<file path="src/rtl/serial_parity_pkg.sv">
// -----------------------------------------------------------------------------
// serial_parity_pkg
//
// Shared definitions for the serial parity engine:
//   state_t    - frame FSM states (IDLE / DATA / PAR)
//   EVEN, ODD  - values of odd_mode
//   GEN, CHK   - values of check_mode
//   cnt_width  - width of the per-frame bit counter for a given frame length
// -----------------------------------------------------------------------------
package serial_parity_pkg;

  // IDLE : no bits accepted in the current frame
  // DATA : 1..FRAME_LEN-1 data bits accepted
  // PAR  : check mode, all data bits in, waiting for the received parity bit
  typedef enum logic [1:0] {
    IDLE = 2'd0,
    DATA = 2'd1,
    PAR  = 2'd2
  } state_t;

  localparam logic EVEN = 1'b0;
  localparam logic ODD  = 1'b1;
  localparam logic GEN  = 1'b0;
  localparam logic CHK  = 1'b1;

  // The counter has to represent FRAME_LEN itself (held while in PAR).
  function automatic int cnt_width(input int frame_len);
    return $clog2(frame_len + 1);
  endfunction

endpackage

</file>
<file path="src/rtl/serial_parity_unit_accum.sv">
// -----------------------------------------------------------------------------
// parity_accum
//
// One-bit XOR accumulator holding the running parity of the current frame.
//
// Ports:
//   clock   in  rising-edge clock
//   reset_n in  asynchronous active-low reset, forces z to 0
//   clear   in  synchronous clear, priority over en
//   en      in  fold d into the accumulator this cycle
//   d       in  bit to fold in
//   z       out registered running XOR
// -----------------------------------------------------------------------------
module parity_accum (
  input  logic clock,
  input  logic reset_n,
  input  logic clear,
  input  logic en,
  input  logic d,
  output logic z
);

  always_ff @(posedge clock or negedge reset_n) begin
    if (!reset_n) begin
      z <= 1'b0;
    end else if (clear) begin
      z <= 1'b0;
    end else if (en) begin
      z <= z ^ d;
    end
  end

endmodule

</file>
<file path="src/rtl/serial_parity_unit.sv">
// -----------------------------------------------------------------------------
// serial_parity_unit
//
// Bit-serial parity engine for fixed-length frames of FRAME_LEN data bits.
// Generate mode emits the parity bit of each frame; check mode consumes the
// trailing received parity bit and flags a mismatch, keeping a saturating
// count of bad frames.
//
// Parameters:
//   FRAME_LEN  data bits per frame (>= 1)
//   ERR_CNT_W  width of the saturating bad-frame counter (>= 1)
//
// Ports:
//   clock       in  sole clock, rising edge
//   reset_n     in  asynchronous active-low reset
//   clear       in  synchronous frame abort, wins over in_valid
//   in_valid    in  x carries a bit this cycle
//   x           in  serial data bit (parity bit while in PAR)
//   odd_mode    in  0 even / 1 odd parity, taken on the first bit of a frame
//   check_mode  in  0 generate / 1 check, taken on the first bit of a frame
//   z           out running XOR of data bits accepted in this frame
//   bit_cnt     out data bits accepted in this frame
//   frame_done  out one-cycle pulse after the completing bit
//   parity_out  out parity bit of the last completed generate frame
//   parity_err  out mismatch flag of the last completed check frame
//   err_count   out saturating count of frames with parity_err = 1
// -----------------------------------------------------------------------------
module serial_parity_unit
  import serial_parity_pkg::*;
#(
  parameter int FRAME_LEN = 8,
  parameter int ERR_CNT_W = 8
) (
  input  logic                                clock,
  input  logic                                reset_n,
  input  logic                                clear,
  input  logic                                in_valid,
  input  logic                                x,
  input  logic                                odd_mode,
  input  logic                                check_mode,
  output logic                                z,
  output logic [cnt_width(FRAME_LEN)-1:0]     bit_cnt,
  output logic                                frame_done,
  output logic                                parity_out,
  output logic                                parity_err,
  output logic [ERR_CNT_W-1:0]                err_count
);

  localparam int                   CNT_W    = cnt_width(FRAME_LEN);
  localparam logic [CNT_W-1:0]     LAST_IDX = CNT_W'(FRAME_LEN - 1);
  localparam logic [CNT_W-1:0]     CNT_ONE  = CNT_W'(1);
  localparam logic [ERR_CNT_W-1:0] ERR_MAX  = '1;
  localparam logic [ERR_CNT_W-1:0] ERR_ONE  = ERR_CNT_W'(1);

  function automatic logic [ERR_CNT_W-1:0] sat_inc(input logic [ERR_CNT_W-1:0] v);
    return (v == ERR_MAX) ? v : v + ERR_ONE;
  endfunction

  state_t state_p0;
  logic   odd_lat_p0;
  logic   chk_lat_p0;

  logic accept;
  logic in_par;
  logic odd_eff;
  logic chk_eff;
  logic last_data;
  logic gen_done;
  logic chk_done;
  logic done_now;
  logic data_par;
  logic acc_en;
  logic acc_clr;

  // ---- decode of the current bit ----
  // In IDLE the mode inputs are used live, so the first bit of a frame
  // (which may also be the last when FRAME_LEN = 1) already sees the mode
  // that gets latched on it.
  always_comb begin
    accept    = in_valid & ~clear;
    in_par    = (state_p0 == PAR);
    odd_eff   = (state_p0 == IDLE) ? odd_mode   : odd_lat_p0;
    chk_eff   = (state_p0 == IDLE) ? check_mode : chk_lat_p0;
    last_data = accept & ~in_par & (bit_cnt == LAST_IDX);
    gen_done  = last_data & (chk_eff == GEN);
    chk_done  = accept & in_par;
    done_now  = gen_done | chk_done;
    // z excludes the bit on x, so this is the XOR including the current bit
    // (the data bit in DATA, the received parity bit in PAR).
    data_par  = z ^ x;
    acc_en    = accept & ~in_par;
    // Completion returns z to 0 on the same edge, overriding the fold-in.
    acc_clr   = clear | done_now;
  end

  parity_accum u_accum (
    .clock   (clock),
    .reset_n (reset_n),
    .clear   (acc_clr),
    .en      (acc_en),
    .d       (x),
    .z       (z)
  );

  // ---- frame FSM, bit counter and mode latches ----
  always_ff @(posedge clock or negedge reset_n) begin
    if (!reset_n) begin
      state_p0   <= IDLE;
      bit_cnt    <= '0;
      odd_lat_p0 <= EVEN;
      chk_lat_p0 <= GEN;
    end else if (clear) begin
      state_p0 <= IDLE;
      bit_cnt  <= '0;
    end else if (accept) begin
      if (state_p0 == IDLE) begin
        odd_lat_p0 <= odd_mode;
        chk_lat_p0 <= check_mode;
      end
      case (state_p0)
        IDLE, DATA: begin
          if (last_data) begin
            if (chk_eff == CHK) begin
              state_p0 <= PAR;
              bit_cnt  <= bit_cnt + CNT_ONE;
            end else begin
              state_p0 <= IDLE;
              bit_cnt  <= '0;
            end
          end else begin
            state_p0 <= DATA;
            bit_cnt  <= bit_cnt + CNT_ONE;
          end
        end
        PAR: begin
          state_p0 <= IDLE;
          bit_cnt  <= '0;
        end
        default: begin
          state_p0 <= IDLE;
          bit_cnt  <= '0;
        end
      endcase
    end
  end

  // ---- result registers ----
  always_ff @(posedge clock or negedge reset_n) begin
    if (!reset_n) begin
      frame_done <= 1'b0;
      parity_out <= 1'b0;
      parity_err <= 1'b0;
      err_count  <= '0;
    end else begin
      frame_done <= done_now;
      if (clear) begin
        parity_out <= 1'b0;
        parity_err <= 1'b0;
      end else if (gen_done) begin
        parity_out <= data_par ^ odd_eff;
        parity_err <= 1'b0;
      end else if (chk_done) begin
        parity_err <= (data_par != odd_eff);
        if (data_par != odd_eff) begin
          err_count <= sat_inc(err_count);
        end
      end
    end
  end

endmodule

</file>
<file path="config.mk">
export PLATFORM = sky130hd
export DESIGN_NAME = serial_parity_unit
export DESIGN_NICKNAME = d
export VERILOG_FILES = /design/src/rtl/serial_parity_pkg.sv /design/src/rtl/serial_parity_unit_accum.sv /design/src/rtl/serial_parity_unit.sv
export SDC_FILE = /design/constraint.sdc
export NUM_CORES = 1
export LEC_CHECK = 0
export CAP_MARGIN = 5
export CORE_MARGIN = 2
export CORE_UTILIZATION = 50
export DETAILED_ROUTE_END_ITERATION = 16
export PLACE_DENSITY = 0.8
export SETUP_SLACK_MARGIN = 0.05
export SYNTH_ARGS = -nofsm -noshare
export SYNTH_HDL_FRONTEND = slang
export SYNTH_HIERARCHICAL = 1
export SYNTH_SLANG_ARGS = --single-unit
</file>
<file path="constraint.sdc">
create_clock -name clock -period 5.6 [get_ports clock]
set_input_delay 0.56 -clock clock [delete_from_list [all_inputs] [get_ports clock]]
set_output_delay 0.56 -clock clock [all_outputs]
set_load 0.005 [all_outputs]
</file>
# == Word level (Yosys, flattened, before mapping) ==
# Index checks and enable logic that the tools add are counted.
# word_totals
word_cells,57
reg_bits,20
# op_classes
mux,19
n_bitwise,14
n_addsub,2
n_reduce_logical,8
n_eq_ne,5
# ops
cell,n
two-way mux 4 bit,5
two-way mux 2 bit,5
two-way mux 1 bit,9
"adder 8 x 1 -> 8 bit, second input constant",1
"equality test 8 bit, second input constant",1
nonzero test 2 bit,3
bitwise AND 1 bit,5
inverter 1 bit,5
AND reduction 5 bit,1
"adder 4 x 1 -> 4 bit, second input constant",1
"equality test 4 x 3 -> 1 bit, second input constant",1
nonzero test 3 bit,1
"equality test 2 x 1 -> 1 bit, second input constant",1
"equality test 2 bit, second input constant",1
logical NOT 2 bit,1
OR 1 bit,2
AND reduction 2 bit,1
OR reduction 2 bit,1
bitwise XOR 1 bit,2
inequality test 1 bit,1

# == Logic depth before layout (Yosys ltp) ==
# Gate-level depths: netlist of the first run.
# logic_depth
ltp_word,8
ltp_mapped,6
depth_no_buf,6

# == Cells and area by module ==
# Netlist of the first run, hierarchy kept.
# modules_own_cells
module,seq_area_each_um2,cells_per_inst,area_per_inst_um2,n_inst
serial_parity_unit,475.5,94,977.2,1
parity_accum,25.0,4,51.3,1

# == Worst setup path before layout of the first run ==
# No wires, ideal clock.
# synth_timing
path_type,in2reg
start,input port odd_mode
end,register err_count[1]
setup_slack_ns,3.698
required_time_ns,5.475
setup_time_ns,0.125
t_arrival_ns,1.777
path_stages,4
cell_sequence,nor3b_1 > or3_4 > a211oi_4 > mux2_2
# synth_between
elab_chain_cells,3
# synth_lines
item,line,rtl
"start, declared",serial_parity_unit.sv:39,"input logic odd_mode,"
two-way mux 1 bit,n/a,
inequality test 1 bit,serial_parity_unit.sv:164,if (data_par != odd_eff) begin
AND reduction 5 bit (no line),n/a,
"end signal, assigned",serial_parity_unit.sv:165,err_count <= sat_inc(err_count);
"end, declared",serial_parity_unit.sv:46,output logic [ERR_CNT_W-1:0] err_count
# Every way passes these cells.
# A chain may end at the register's enable or synchronous reset.

# == Final worst setup path of the first run ==
# Same ends and word-level chain as after synthesis.

==> impl_metrics.py, run 1 <==
metrics = {
    "status": {
        "status": "finished, final reports clean",
    },
    "worst_setup_path": {
        "critical_path_buf_inv_count": 1,
        "crit_family": "compound AO/OA/AOI/OAI gates",
        "worstSetupEndpointType": "flop",
        "cp-start-kind": "input pin",
        "cp_data_arrival_time_ps": 2360,
        "setup.reg_to_reg.worst_slack_ps": 3620,
        "critical_path.max_fanout": 8,
        "path_cells": "clkdlybuf4s50_1 -> nor3b_1 -> o21ai_0 -> a211oi_4 -> mux2_2",
        "cp_num_cells": 5,
        "critPathLaunch": "odd_mode",
        "crit_type": "input pin to flop",
        "reg2regPathDepth": 4,
        "cpPeakStageDelay_ps": 470,
        "critPathRequiredTime_ps": 5810,
        "critical_path.slowest_cell": "sky130_fd_sc_hd__clkdlybuf4s50_1",
        "rr_startpoint": "state_p0[1]",
        "critical_path.endpoint": "err_count[1]",
        "crit-reg2reg-capture": "err_count[1]",
    },
    "timing": {
        "post-route-period-util_pct": 38.4,
        "timing_max_transition_violations_final": 0,
        "final.setup_skew_ps": 8.53,
        "post-route-min-period_ps": 2150,
        "tns_ps": 0,
        "slew_headroom_pct": 42.2,
        "achievable-frequency_mhz": 465,
        "worst_pin_slew_ps": 864,
        "hold_viol": 0,
        "unrepaired_setup_endpoints_after_global_routing": "no",
        "report.final.setup_viol": 0,
    },
    "synthesis": {
        "postSynthNetCount": 107,
        "synth_top_cell_by_area": "sky130_fd_sc_hd__dfrtp_1",
        "synth-seq-area-share_pct": 48.7,
        "synth.top_cells.by_area": "sky130_fd_sc_hd__dfrtp_1 (49%), sky130_fd_sc_hd__xnor2_1 (6.0%), sky130_fd_sc_hd__nand3b_1 (3.6%)",
        "netlist-cell-type-count": 34,
        "synth_cells": 98,
        "yosys_top_cell_area_share_pct": 48.7,
        "number_of_synthesized_flops_with_an_enable_pin": 0,
        "syn_area_per_cell_um2": 10.5,
        "synth_warnings": 6,
        "prevailing_post_synth_register_cell": "sky130_fd_sc_hd__dfrtp_1",
        "postSynth.asyncResetShare_pct": 100,
        "synth.cell_area_um2": 1030,
        "number_of_storage_elements_in_the_synthesis_netlist": 20,
    },
    "global_routing": {
        "largest_net_degree_at_the_start_of_global_routing": 21,
        "grt_pass1_vias": 804,
        "grt-ovfl-total": 0,
        "antenna_found_initial": 0,
        "first_pass_grt_wire_length_mm": 3.51,
        "grt.total_usage_pct": 19.0,
    },
    "finish": {
        "area_growth_pct": 27.7,
        "final_cell_mix": "sky130_fd_sc_hd__clkdlybuf4s50_1 (22), sky130_fd_sc_hd__dfrtp_1 (20), sky130_fd_sc_hd__nor2_1 (7), sky130_fd_sc_hd__xnor2_1 (7), sky130_fd_sc_hd__nand2_1 (6)",
        "final_cell_count_no_fill": 148,
        "antenna-diode-count": 0,
        "finish.net_count": 131,
        "mostFrequentLayoutCell": "sky130_fd_sc_hd__clkdlybuf4s50_1",
        "drive_gt1_share_pct": 9.09,
    },
    "clock_tree": {
        "clk_transition_reported_paths_ps": 110,
        "numClockSinks": 20,
        "clock_latency_ps": 310,
        "post_cts_resize_count": 0,
        "hold_fix_buffers_at_cts": 0,
        "cts_root_buffer": "sky130_fd_sc_hd__clkbuf_4",
        "postCtsSetupBuffers": 0,
        "cts-buffers-inserted": 3,
        "cts.htree.levels": 1,
        "cts-root-to-sink-buffers": 2,
        "tritoncts": "done",
    },
    "detailed_routing": {
        "viasPerCell": 5.28,
        "vias": 781,
        "route.antenna.remaining_nets": 0,
        "dr.first_iter.drc_count": 11,
        "dr.pass1.iters": 3,
        "postRouteWirelength_mm": 1.97,
        "drc": 0,
        "route.detailed.wl_per_inst_um": 13.3,
    },
    "floorplan": {
        "floorplan.core_area_um2": 1940,
        "die_h_um": 49.4,
        "die_w_um": 49.4,
        "design.die.area_um2": 2440,
        "row_count": 16,
        "i_o_pin_cnt": 23,
        "initial_utilization_pct": 53.0,
    },
    "power": {
        "cellLeakagePower_nw": 0.576,
        "vdd.ir_drop.worst_uv": 174,
        "pwr_density_cell_nw_per_um2": 230,
    },
    "place": {
        "hpwl_mm": 1.39,
        "gpl.final_weighted_congestion": 0.795,
        "io_buffers": 22,
        "dpl.cell_count": 144,
    },
    "job": {
        "maxCapViolCount": 0,
    },
    "hold_path": {
        "hold_path_class": "flop to flop",
    },
}
flip-flops by register name, summed over array words and instances, names as in the netlist:
name        flops
bit_cnt         4
chk_lat_p0      1
err_count       8
frame_done      1
odd_lat_p0      1
parity_err      1
parity_out      1
state_p0        2
u_accum/z       1
kinds of logic after synthesis:
logic type	synth area share (%)
xor+xnor	6.81
buf+inv	3.16
simple gates	21.8
compound gates	13.0
mux	4.14
fa+ha+maj	2.43
flops	48.7
synthesized netlist by cell type, drive strengths merged (2+ instances only):
cell type and n:
xnor2 7, or3 2, ha 2, and3 4, buf 3, nand4 4, inv 3, mux2i 2
nand3b 5, o21ai 5, nand2b 2, dfrtp 20, a21oi 6, nor4 2, a22oi 2, mux2 2
nand2 6, nor2 7, nor3 2
power breakdown:
part | internal [mW] | total (mW) | switching, mW
logic | 0.0161 | 0.0307 | 0.0146
clock network | 0.0725 | 0.118 | 0.0453
registers | 0.149 | 0.153 | 0.00424
total | 0.237 | 0.302 | 0.0641
layer usage:
layer	part of all wire, %	global-route usage [%]	up-vias
met5	0	0	-
met1	49	26.0	363
met4	2.1	8.57	0
li1	-	-	396
met3	4.1	3.68	5
met2	44	29.1	17
metrics by stage:
| step | power (mW) | instance area [um^2] | hold slack [ps] | utilization [%] | setup slack [ps] |
|---|---|---|---|---|---|
| after floorplan | 0.174 | 1030 | 264 | - | 3700 |
| after global placement | 0.186 | 1260 | 479 | 64.9 | 3170 |
| after detailed placement | 0.187 | 1260 | 481 | 64.9 | 3110 |
| after CTS | 0.302 | 1310 | 501 | 67.7 | 3450 |
| after global routing | 0.314 | 1310 | 527 | 67.7 | 3270 |
| final | 0.302 | 1310 | 498 | 67.7 | 3450 |
how the worst min path moves through the flow:
stage                       from           end  slack [ps]  cells after the start
floorplan                reset_n    bit_cnt[0]         260                      0
global placement    err_count[7]  err_count[7]         480                      1
detailed placement  err_count[7]  err_count[7]         480                      1
CTS                 err_count[7]  err_count[7]         500                      1
global route        err_count[7]  err_count[7]         530                      1
finish              err_count[7]  err_count[7]         500                      1
cell type report:
| type | instances | area (um^2) |
|---|---|---|
| clock inverters | 1 | 30.0 |
| fillers | 168 | 628 |
| flip-flops and latches | 20 | 500 |
| clock buffers | 3 | 22.5 |
| repair buffers | 22 | 220 |
| well taps | 27 | 33.8 |
| multi-input cells | 72 | 495 |
| inverters | 3 | 11.3 |
No activity file was read; power rests on OpenSTA's default activity.
==> run 2, diff against run 1 <==
--- a/config.mk
+++ b/config.mk
@@ -7,9 +7,9 @@
 export LEC_CHECK = 0
 export CAP_MARGIN = 5
 export CORE_MARGIN = 2
-export CORE_UTILIZATION = 50
+export CORE_UTILIZATION = 48
 export DETAILED_ROUTE_END_ITERATION = 16
-export PLACE_DENSITY = 0.8
+export PLACE_DENSITY = 0.78
 export SETUP_SLACK_MARGIN = 0.05
 export SYNTH_ARGS = -nofsm -noshare
 export SYNTH_HDL_FRONTEND = slang
==> constraint.sdc (replaced) <==
create_clock -name clock -period 2.1 [get_ports clock]
set_input_delay 0.21 -clock clock [delete_from_list [all_inputs] [get_ports clock]]
set_output_delay 0.21 -clock clock [all_outputs]
set_load 0.005 [all_outputs]
==> impl_metrics.py, run 2 (synthesis gave the netlist of run 1 again) <==
metrics = {
    "power": {
        "pwr_density_cell_nw_per_um2": 599,
        "vdd.ir_drop.worst_uv": 390,
        "cellLeakagePower_nw": 0.597,
    },
    "timing": {
        "slew_headroom_pct": 72.3,
        "report.final.setup_viol": 0,
        "hold_viol": 0,
        "final.setup_skew_ps": 5.60,
        "unrepaired_setup_endpoints_after_global_routing": "no",
        "timing_max_transition_violations_final": 0,
        "post-route-min-period_ps": 1960,
        "timing.final.ws_setup_ps": 135,
        "achievable-frequency_mhz": 509,
        "worst_pin_slew_ps": 412,
        "post-route-period-util_pct": 93.6,
    },
    "global_routing": {
        "grt.total_usage_pct": 18.3,
        "largest_net_degree_at_the_start_of_global_routing": 21,
        "antenna_found_initial": 0,
        "grt-ovfl-total": 0,
        "grt_pass1_vias": 818,
        "first_pass_grt_wire_length_mm": 3.54,
    },
    "clock_tree": {
        "post_cts_resize_count": 0,
        "cts-buffers-inserted": 3,
        "clock_latency_ps": 300,
        "cts.htree.levels": 1,
        "cts-root-to-sink-buffers": 2,
        "tritoncts": "done",
        "numClockSinks": 20,
        "clk_transition_reported_paths_ps": 120,
        "cts_root_buffer": "sky130_fd_sc_hd__clkbuf_4",
    },
    "floorplan": {
        "row_count": 16,
        "floorplan.core_area_um2": 1980,
        "i_o_pin_cnt": 23,
        "die_h_um": 50.3,
        "die_w_um": 50.3,
        "design.die.area_um2": 2530,
        "initial_utilization_pct": 51.9,
    },
    "worst_setup_path": {
        "cp-start-kind": "flop",
        "worstSetupEndpointType": "flop",
        "crit_type": "flop to flop",
        "cpPeakStageDelay_ps": 500,
        "critical_path_buf_inv_count": 1,
        "critical_path.max_fanout": 9,
        "critPathLaunch": "state_p0[0]",
        "critical_path.slowest_cell": "sky130_fd_sc_hd__dfrtp_1",
        "cp_data_arrival_time_ps": 2160,
        "crit_family": "flip-flops",
        "rr_startpoint": "state_p0[0]",
        "critPathRequiredTime_ps": 2300,
        "path_cells": "o21a_1 -> or3_4 -> a211oi_4 -> buf_4 -> mux2_2",
        "setup.reg_to_reg.worst_slack_ps": 140,
    },
    "finish": {
        "final_cell_count_no_fill": 152,
        "drive_gt1_share_pct": 12.0,
        "antenna-diode-count": 0,
        "area_growth_pct": 30.7,
        "n_fill_cell": 153,
        "final_cell_mix": "sky130_fd_sc_hd__clkdlybuf4s50_1 (22), sky130_fd_sc_hd__dfrtp_1 (20), sky130_fd_sc_hd__nor2_1 (7), sky130_fd_sc_hd__xnor2_1 (7), sky130_fd_sc_hd__nand2_1 (6)",
        "top_register": "err_count",
        "mostFrequentLayoutCell": "sky130_fd_sc_hd__clkdlybuf4s50_1",
        "flip_flop_count_of_the_largest_register_after_layout": 8,
        "finish.net_count": 135,
        "post-route-cell-area_um2": 1340,
        "layout_top_registers": "err_count (8), bit_cnt (4), state_p0 (2)",
        "multiInputGateArea_um2": 495,
        "area_taken_by_flip_flops_and_latches_um2": 500,
    },
    "detailed_routing": {
        "route.antenna.remaining_nets": 0,
        "vias": 831,
        "dr.first_iter.drc_count": 15,
        "postRouteWirelength_mm": 2.03,
        "dr.pass1.iters": 4,
        "drc": 0,
        "viasPerCell": 5.47,
        "route.detailed.wl_per_inst_um": 13.4,
    },
    "place": {
        "hpwl_mm": 1.55,
        "gpl.final_weighted_congestion": 0.805,
        "dpl.cell_count": 147,
        "post_dp_cell_area_um2": 1280,
        "pre_cts_ws_ps": -22.7,
        "io_buffers": 22,
    },
    "status": {
        "status": "finished, final reports clean",
    },
    "job": {
        "maxCapViolCount": 0,
    },
    "hold_path": {
        "hold_path_class": "input pin to asynchronous set/reset pin",
    },
}
==> run 2: cell count changes in the layout (fill, tap and decap cells not counted), sizes merged <==
cell | previous run | this run
buf | 0 | 4
==> run 2: timing repair <==
item	CTS	global route
hold buffers	0	0
setup endpoints to repair	0	5
buffers inserted	0	1
endpoints found under the hold margin	0	0
==> run 2: worst reg2reg max path, cell delays in order (launching register included) <==
cell	delay (ps)
sky130_fd_sc_hd__dfrtp_1	500
sky130_fd_sc_hd__o21a_1	240
sky130_fd_sc_hd__or3_4	380
sky130_fd_sc_hd__a211oi_4	230
sky130_fd_sc_hd__buf_4	180
sky130_fd_sc_hd__mux2_2	340
==> run 2: area by class of cell <==
class / instances / area share (%)
Inverter: 3 / 0.838
Clock buffer: 3 / 1.68
Sequential cell: 20 / 37.2
Clock inverter: 1 / 2.23
Multi-Input combinational cell: 72 / 36.9
Timing Repair Buffer: 26 / 18.6
Tap cell: 27 / 2.51
==> run 2: routing by layer <==
metal  routed length (um)  global-route usage, %  up-vias
met4                    0                   5.41        0
met5                    0                      0        -
met1                  961                   24.3      398
met2                  947                   30.5       28
met3                  124                   3.57        0
li1                     -                      -      405
==> run 2: final timing paths <==
kind	to	depth (start not counted)
max	err_count[1]	5
min	err_count[7]	2
max reg2reg	err_count[1]	5
min reg2reg	err_count[7]	1
max in group asynchronous	parity_err	2
min in group clock	err_count[7]	1
==> run 2: stage by stage <==
step	utilization, %	setup TNS (ps)	power (mW)	hold slack (ps)
after floorplan	-	0	0.464	-85.6
after global placement	64.8	0	0.499	480
after detailed placement	64.8	-22.7	0.501	482
after CTS	67.4	0	0.817	233
after global routing	67.8	0	0.842	250
final	67.8	0	0.804	233
==> run 2: where the power goes <==
group / internal, mW / switching [mW] / leakage (nW)
clock: 0.193 / 0.118 / 0.0279
sequential: 0.397 / 0.0116 / 0.273
combinational: 0.0454 / 0.0391 / 0.296
